--- config.mk ---
export PLATFORM = sky130hd
export DESIGN_NAME = regfile_write_arbiter_flat
export DESIGN_NICKNAME = d
export VERILOG_FILES = /design/src/rtl/regfile_arb_pkg.sv /design/src/rtl/regfile_write_arbiter_if.sv /design/src/rtl/regfile_write_arbiter_rr_arb2.sv /design/src/rtl/regfile_write_arbiter.sv /design/src/flat_wrapper.sv
export SDC_FILE = /design/constraint.sdc
export NUM_CORES = 1
export LEC_CHECK = 0
export BUFFER_PORTS_ARGS = -buffer_cell sky130_fd_sc_hd__buf_2
export CAP_MARGIN = 15
export CORE_ASPECT_RATIO = 1.4
export CORE_MARGIN = 1
export CORE_UTILIZATION = 33
export DETAILED_ROUTE_END_ITERATION = 8
export PLACE_DENSITY = 0.86
export SETUP_SLACK_MARGIN = 0.15
export SYNTH_ARGS = -nofsm -noshare
export SYNTH_HDL_FRONTEND = slang
export SYNTH_HIERARCHICAL = 1
export SYNTH_SLANG_ARGS = --single-unit
--- constraint.sdc ---
create_clock -name clk -period 2.8 [get_ports clk]
set_input_delay 0 -clock clk [delete_from_list [all_inputs] [get_ports clk]]
set_output_delay 0 -clock clk [all_outputs]
set_load 0.005 [all_outputs]
--- src/rtl/regfile_arb_pkg.sv ---
// ---------------------------------------------------------------------------
// regfile_arb_pkg
// Shared types and default widths for the register-file write arbiter.
//   state_e : arbiter FSM state (INIT = clearing x1..x31, RUN = arbitrating)
//   src_e   : writeback source identity, used as the round-robin pointer
//   DATA_W  : default register data width
//   ADDR_W  : default register address width (2**ADDR_W registers)
// ---------------------------------------------------------------------------
package regfile_arb_pkg;

    localparam int DATA_W = 32;
    localparam int ADDR_W = 5;

    typedef enum logic {
        INIT = 1'b0,
        RUN  = 1'b1
    } state_e;

    typedef enum logic {
        SRC_ALU = 1'b0,
        SRC_LD  = 1'b1
    } src_e;

endpackage

--- src/rtl/regfile_write_arbiter_if.sv ---
// ---------------------------------------------------------------------------
// regfile_write_arbiter_if
// Bundles the two writeback request channels and the register-file write
// port driven by the arbiter.
//   alu_valid/alu_ready/alu_rd/alu_wd : ALU writeback channel
//   ld_valid/ld_ready/ld_rd/ld_wd     : load writeback channel
//   init_done                         : clear sequence finished
//   we3/a3/wd3                        : register-file write port
// Modports:
//   master : the request side (execute/memory stages, or a bench)
//   slave  : the arbiter
//
// Handshake: a transfer happens in a cycle where valid and ready are both
// high. A source raises valid with stable rd/wd and holds all three until
// that transfer; valid never depends on ready. ready may depend
// combinationally on both valids in the same cycle.
// ---------------------------------------------------------------------------
interface regfile_write_arbiter_if
    import regfile_arb_pkg::*;
#(
    parameter int DATA_W = regfile_arb_pkg::DATA_W,
    parameter int ADDR_W = regfile_arb_pkg::ADDR_W
);

    logic              alu_valid;
    logic              alu_ready;
    logic [ADDR_W-1:0] alu_rd;
    logic [DATA_W-1:0] alu_wd;

    logic              ld_valid;
    logic              ld_ready;
    logic [ADDR_W-1:0] ld_rd;
    logic [DATA_W-1:0] ld_wd;

    logic              init_done;
    logic              we3;
    logic [ADDR_W-1:0] a3;
    logic [DATA_W-1:0] wd3;

    modport master (
        output alu_valid, alu_rd, alu_wd,
        output ld_valid, ld_rd, ld_wd,
        input  alu_ready, ld_ready,
        input  init_done, we3, a3, wd3
    );

    modport slave (
        input  alu_valid, alu_rd, alu_wd,
        input  ld_valid, ld_rd, ld_wd,
        output alu_ready, ld_ready,
        output init_done, we3, a3, wd3
    );

endinterface

--- src/rtl/regfile_write_arbiter_rr_arb2.sv ---
// ---------------------------------------------------------------------------
// rr_arb2
// Two-requester round-robin arbiter. Bit 0 is the ALU, bit 1 the load path.
// When both request, the one not granted last wins; a lone requester always
// wins. The last-grant pointer moves only when advance_i is high and a grant
// is issued.
//   clk       : rising-edge clock
//   reset     : synchronous active-high reset (pointer = SRC_LD, so the ALU
//               wins the first contended cycle)
//   req_i     : request vector {ld, alu}
//   advance_i : commit this cycle's grant into the pointer
//   grant_o   : one-hot grant vector {ld, alu}
// ---------------------------------------------------------------------------
module rr_arb2
    import regfile_arb_pkg::*;
(
    input  logic       clk,
    input  logic       reset,
    input  logic [1:0] req_i,
    input  logic       advance_i,
    output logic [1:0] grant_o
);

    src_e last_q;
    src_e last_d;

    always_ff @(posedge clk) begin
        if (reset) begin
            last_q <= SRC_LD;
        end else begin
            last_q <= last_d;
        end
    end

    always_comb begin
        grant_o = 2'b00;
        case (req_i)
            2'b01:   grant_o = 2'b01;
            2'b10:   grant_o = 2'b10;
            2'b11:   grant_o = (last_q == SRC_LD) ? 2'b01 : 2'b10;
            default: grant_o = 2'b00;
        endcase
    end

    always_comb begin
        last_d = last_q;
        if (advance_i && grant_o[0]) begin
            last_d = SRC_ALU;
        end else if (advance_i && grant_o[1]) begin
            last_d = SRC_LD;
        end
    end

endmodule

--- src/rtl/regfile_write_arbiter.sv ---
// ---------------------------------------------------------------------------
// regfile_write_arbiter
// Sole owner of the register file write port. After reset it writes zero to
// x1..x(2**ADDR_W-1), one register per cycle (INIT), then shares the port
// round-robin between the ALU and load writeback sources (RUN).
//   clk         : rising-edge clock
//   reset       : synchronous active-high reset
//   bus         : request channels + write port (slave side)
//   dbg_state_o : current FSM state, for observation only
// Parameters:
//   DATA_W, ADDR_W  : data / address widths (must match the bus instance)
//   CLEAR_ON_RESET  : 1 = run the clear sequence after reset, 0 = go to RUN
// All bus outputs are combinational from state and request inputs; the
// register file captures we3/a3/wd3 at the next rising edge.
// ---------------------------------------------------------------------------
module regfile_write_arbiter
    import regfile_arb_pkg::*;
#(
    parameter int DATA_W         = regfile_arb_pkg::DATA_W,
    parameter int ADDR_W         = regfile_arb_pkg::ADDR_W,
    parameter bit CLEAR_ON_RESET = 1'b1
)(
    input  logic                     clk,
    input  logic                     reset,
    regfile_write_arbiter_if.slave   bus,
    output state_e                   dbg_state_o
);

    localparam logic [ADDR_W-1:0] LAST_REG = '1;
    localparam logic [ADDR_W-1:0] FIRST_REG = ADDR_W'(1);

    state_e            state_q;
    state_e            state_d;
    logic [ADDR_W-1:0] cnt_q;
    logic [ADDR_W-1:0] cnt_d;

    logic              run_active;
    logic [1:0]        req;
    logic [1:0]        grant;
    logic [ADDR_W-1:0] sel_rd;
    logic [DATA_W-1:0] sel_wd;

    // Outputs are forced quiet during reset even though state_q still holds
    // the pre-reset value in that cycle.
    assign run_active  = (state_q == RUN) && !reset;
    assign req         = run_active ? {bus.ld_valid, bus.alu_valid} : 2'b00;
    assign dbg_state_o = state_q;

    rr_arb2 u_arb (
        .clk       (clk),
        .reset     (reset),
        .req_i     (req),
        .advance_i (run_active),
        .grant_o   (grant)
    );

    // State register (FSM state + clear counter).
    always_ff @(posedge clk) begin
        if (reset) begin
            state_q <= CLEAR_ON_RESET ? INIT : RUN;
            cnt_q   <= FIRST_REG;
        end else begin
            state_q <= state_d;
            cnt_q   <= cnt_d;
        end
    end

    // Next-state logic. The counter starts at 1 so x0 is never addressed;
    // the last register write happens in the same cycle the FSM leaves INIT.
    always_comb begin
        state_d = state_q;
        cnt_d   = cnt_q;
        case (state_q)
            INIT: begin
                cnt_d = cnt_q + ADDR_W'(1);
                if (cnt_q == LAST_REG) begin
                    state_d = RUN;
                end
            end
            RUN: begin
                state_d = RUN;
            end
            default: begin
                state_d = INIT;
            end
        endcase
    end

    // Source mux for the granted request.
    always_comb begin
        sel_rd = '0;
        sel_wd = '0;
        if (grant[0]) begin
            sel_rd = bus.alu_rd;
            sel_wd = bus.alu_wd;
        end else if (grant[1]) begin
            sel_rd = bus.ld_rd;
            sel_wd = bus.ld_wd;
        end
    end

    // Output logic. A grant to x0 still acks the source but suppresses we3.
    always_comb begin
        bus.we3       = 1'b0;
        bus.a3        = '0;
        bus.wd3       = '0;
        bus.alu_ready = 1'b0;
        bus.ld_ready  = 1'b0;
        bus.init_done = 1'b0;
        if (!reset) begin
            case (state_q)
                INIT: begin
                    bus.we3 = 1'b1;
                    bus.a3  = cnt_q;
                end
                RUN: begin
                    bus.init_done = 1'b1;
                    bus.alu_ready = grant[0];
                    bus.ld_ready  = grant[1];
                    bus.a3        = sel_rd;
                    bus.wd3       = sel_wd;
                    bus.we3       = (|grant) && (sel_rd != '0);
                end
                default: begin
                    bus.we3 = 1'b0;
                end
            endcase
        end
    end

endmodule

--- src/flat_wrapper.sv ---
// flat-port wrapper written by rule: the top's interface ports become plain ports
module regfile_write_arbiter_flat import regfile_arb_pkg::*;
#(
    parameter int DATA_W         = regfile_arb_pkg::DATA_W,
    parameter int ADDR_W         = regfile_arb_pkg::ADDR_W,
    parameter bit CLEAR_ON_RESET = 1'b1
)
  (clk, reset, dbg_state_o, bus_alu_valid, bus_alu_rd, bus_alu_wd, bus_ld_valid, bus_ld_rd, bus_ld_wd, bus_alu_ready, bus_ld_ready, bus_init_done, bus_we3, bus_a3, bus_wd3);
  regfile_write_arbiter_if #(.DATA_W(DATA_W), .ADDR_W(ADDR_W)) bus_i ();
  input  logic clk;
  input  logic reset;
  output state_e dbg_state_o;
  input wire logic [$bits(bus_i.alu_valid)-1:0] bus_alu_valid;
  input wire logic [$bits(bus_i.alu_rd)-1:0] bus_alu_rd;
  input wire logic [$bits(bus_i.alu_wd)-1:0] bus_alu_wd;
  input wire logic [$bits(bus_i.ld_valid)-1:0] bus_ld_valid;
  input wire logic [$bits(bus_i.ld_rd)-1:0] bus_ld_rd;
  input wire logic [$bits(bus_i.ld_wd)-1:0] bus_ld_wd;
  output wire logic [$bits(bus_i.alu_ready)-1:0] bus_alu_ready;
  output wire logic [$bits(bus_i.ld_ready)-1:0] bus_ld_ready;
  output wire logic [$bits(bus_i.init_done)-1:0] bus_init_done;
  output wire logic [$bits(bus_i.we3)-1:0] bus_we3;
  output wire logic [$bits(bus_i.a3)-1:0] bus_a3;
  output wire logic [$bits(bus_i.wd3)-1:0] bus_wd3;
  assign bus_i.alu_valid = bus_alu_valid;
  assign bus_i.alu_rd = bus_alu_rd;
  assign bus_i.alu_wd = bus_alu_wd;
  assign bus_i.ld_valid = bus_ld_valid;
  assign bus_i.ld_rd = bus_ld_rd;
  assign bus_i.ld_wd = bus_ld_wd;
  assign bus_alu_ready = bus_i.alu_ready;
  assign bus_ld_ready = bus_i.ld_ready;
  assign bus_init_done = bus_i.init_done;
  assign bus_we3 = bus_i.we3;
  assign bus_a3 = bus_i.a3;
  assign bus_wd3 = bus_i.wd3;
  regfile_write_arbiter #(.DATA_W(DATA_W), .ADDR_W(ADDR_W), .CLEAR_ON_RESET(CLEAR_ON_RESET)) u_core (.clk(clk), .reset(reset), .bus(bus_i), .dbg_state_o(dbg_state_o));
endmodule
==> impl_metrics.py <==
metrics = {
    "routing": {
        "drt-total-wl_microns": 3670,
        "ant_nets": 0,
        "viasPerCell": 5.19,
        "dr.pass1.iters": 4,
        "vias": 1302,
        "wl_per_cell_microns": 14.6,
        "drc_errors": 0,
        "drt-initial-drc-count": 39,
    },
    "placed_design": {
        "dp.cells": 247,
        "port_buffers": 119,
        "finalWeightedCongestion": 0.821,
        "post-place-ws_ns": 0.379,
    },
    "critical_path": {
        "crit_fanout": 33,
        "path_class": "register to output pin",
        "path_cells": "nor2b_4 -> and2_1 -> a21boi_0 -> buf_4 -> and2_1 -> buf_4 -> a22o_1 -> buf_2",
        "r2r-start": "u_core/cnt_q[0]$_SDFFE_PP1N_",
        "r2r_slack_ns": 1.48,
        "r2r_cells": 5,
        "endpoint_kind": "output pin",
        "crit_start": "u_core/dbg_state_o$_SDFF_PP0_",
        "cpMaxStageDelayCell": "a21boi_0",
        "cpPeakStageDelay_ns": 0.42,
        "r2r-end": "u_core/cnt_q[4]$_SDFFE_PP0N_",
        "arrival_ns": 2.38,
        "required_ns": 2.80,
        "startpoint_type": "register",
    },
    "worst_hold_path": {
        "holdCritStartpoint": "reset",
        "hold_end": "u_core/dbg_state_o$_SDFF_PP0_",
        "hold_depth": 2,
        "min_path_type": "input port to register",
    },
    "timing": {
        "hold_viol_final": 0,
        "drv_slew": 0,
        "tightest_slew_ns": 0.598,
        "setup_violations": 0,
        "rsz0062_at_grt": "false",
        "slew_headroom": 0.601,
        "finalCriticalPeriod_ns": 2.38,
        "max_freq_mhz": 419,
        "setup_slack_ns": 0.416,
        "fin_tns_setup_ns": 0,
        "skew_ns": 0.000157,
        "fin_crit_sh": 0.851,
    },
    "finish": {
        "utilization": 0.600,
        "final_layout_size_suffix_gt1_frac": 0.599,
        "insertedDiodeCount": 0,
        "multi_input_area_sq_um": 624,
        "area_growth_pct": 67.9,
        "fill_cells": 232,
        "final_cell_count_no_fill": 251,
        "ff_latch_area_sq_um": 140,
        "num-nets-final": 298,
    },
    "power_and_ir_drop": {
        "switchingPower_uw": 76.1,
        "swShare": 0.265,
        "p_seq_frac": 0.390,
        "fin_total_pwr_uw": 287,
        "peakVddDrop_uv": 168,
        "pwr-share-clk": 0.317,
        "p_int_uw": 211,
        "combPwrFrac": 0.293,
        "cellPowerDensity_nw_per_um2": 196,
        "leakagePower_nw": 0.861,
    },
    "grt": {
        "grt_max_degree": 34,
        "gr-total-overflow": 0,
        "antenna_found_initial": 0,
        "grt_pass1_vias": 1197,
        "grt_first_pass_wirelength_microns": 5240,
        "grtUsageTotal": 0.242,
    },
    "synthesis": {
        "synth.distinct_cells": 27,
        "ys_seq_elements": 7,
        "async_flop_share": 0,
        "yosys.area.top_type": "a22o_1",
        "syn_area_sq_um": 873,
        "ys_seq_area_frac": 0.160,
        "synth-main-ff-cell": "dfxtp_1",
        "synth_edf_count": 0,
        "synth_cells": 101,
        "synth_top_area_frac": 0.321,
        "yosysMostFrequentCell": "a22o_1",
        "avgSynthCellArea_sq_um": 8.65,
        "ys_warn_count": 6,
        "ys_top_cells_by_area": "a22o_1 (32%), dfxtp_1 (16%), buf_6 (9.0%)",
        "synth_common_cells": "a22o_1 (32), nor2_1 (11), buf_6 (7), dfxtp_1 (7)",
        "synth_nets": 181,
    },
    "die": {
        "die_w_microns": 45.5,
        "rows": 21,
        "die_y_microns": 62.9,
        "dieArea_sq_um": 2860,
        "num_io_pins": 120,
        "core_area_sq_um": 2440,
        "start_util": 0.357,
    },
    "cts": {
        "numCtsBuffers": 3,
        "cts.sinks": 7,
        "clock_latency_ns": 0.25,
        "clock_path_buffers": 2,
        "cts_resized": 1,
        "holdBufCountCts": 0,
        "h-tree-depth": 1,
        "tritoncts": "built",
        "cts_setup_buffers": 0,
        "root_buffer": "clkbuf_4",
        "path_clk_slew_ns": 0.05,
    },
    "flow_run": {
        "drv_cap": 0,
    },
    "status": {
        "status": "completed",
    },
}
[critical path: cells and delay by family, from the launching register on]
kind	cells	cell delay, ns
flops	1	0.32
compound gates	2	0.63
simple gates	3	0.51
buf+inv	3	0.68
[logic make-up after synthesis]
logic type               Yosys count  share of synthesized area
AO/OA/AOI/OAI                     44                      0.437
AND/OR/NAND/NOR                   30                      0.195
buffers and inverters             13                      0.126
flip-flops                         7                      0.160
XOR/XNOR                           3                     0.0301
multiplexers                       2                     0.0229
adder cells (fa/ha/maj)            2                     0.0286
[per-layer routing]
metal | GRT usage | wire length, microns
met1 | 0.222 | 1250
met2 | 0.446 | 1880
met3 | 0.0867 | 451
met4 | 0.0985 | 89
met5 | 0 | 0
[cell type report]
cell class | instances | share of cell area
multi-input cells | 81 | 0.426
repair buffers | 123 | 0.427
inverters | 2 | 0.00512
clock buffers | 4 | 0.0179
flip-flops and latches | 7 | 0.0956
well taps | 34 | 0.0290
[worst max-delay path by stage]
stage	slack (ns)	depth (start not counted)	to
2_1_floorplan	1.0	8	bus_wd3[10]
3_3_place_gp	0.45	7	bus_wd3[18]
3_5_place_dp	0.38	7	bus_wd3[9]
4_1_cts	0.41	8	bus_wd3[9]
5_1_grt	0.18	8	bus_wd3[9]
6_report	0.42	8	bus_wd3[12]
[placed cells by master (no fill, tap or decap), types with 3 or more instances in the layout]
cell type	count
buf_2	119
clkbuf_4	3
and2_1	4
nor2_1	11
nor3_1	5
a22o_1	32
buf_4	4
dfxtp_1	7
a221oi_1	4
[metrics by stage]
| stage | hold WS [ns] | cell area (sq um) |
|---|---|---|
| finish | 0.0950 | 1470 |
| global route | 0.0935 | 1470 |
| CTS | 0.0900 | 1470 |
| detailed placement | 0.274 | 1440 |
| global placement | 0.277 | 1440 |
| floorplan | 0.0278 | 873 |
[power by group through the flow]
stage	Combinational (mW)	Clock (mW)	Sequential, mW
floorplan	0.0196	0	0.112
global placement	0.0816	0	0.114
detailed placement	0.0826	0	0.114
CTS	0.0836	0.0931	0.112
global route	0.0921	0.101	0.113
finish	0.0841	0.0911	0.112
[sequential cells by signal, summed over array words and instances, names as in the netlist]
signal	flops
u_core/u_arb/last_q	1
u_core/cnt_q	5
u_core/dbg_state_o	1
(Power assumes the default switching activity.)
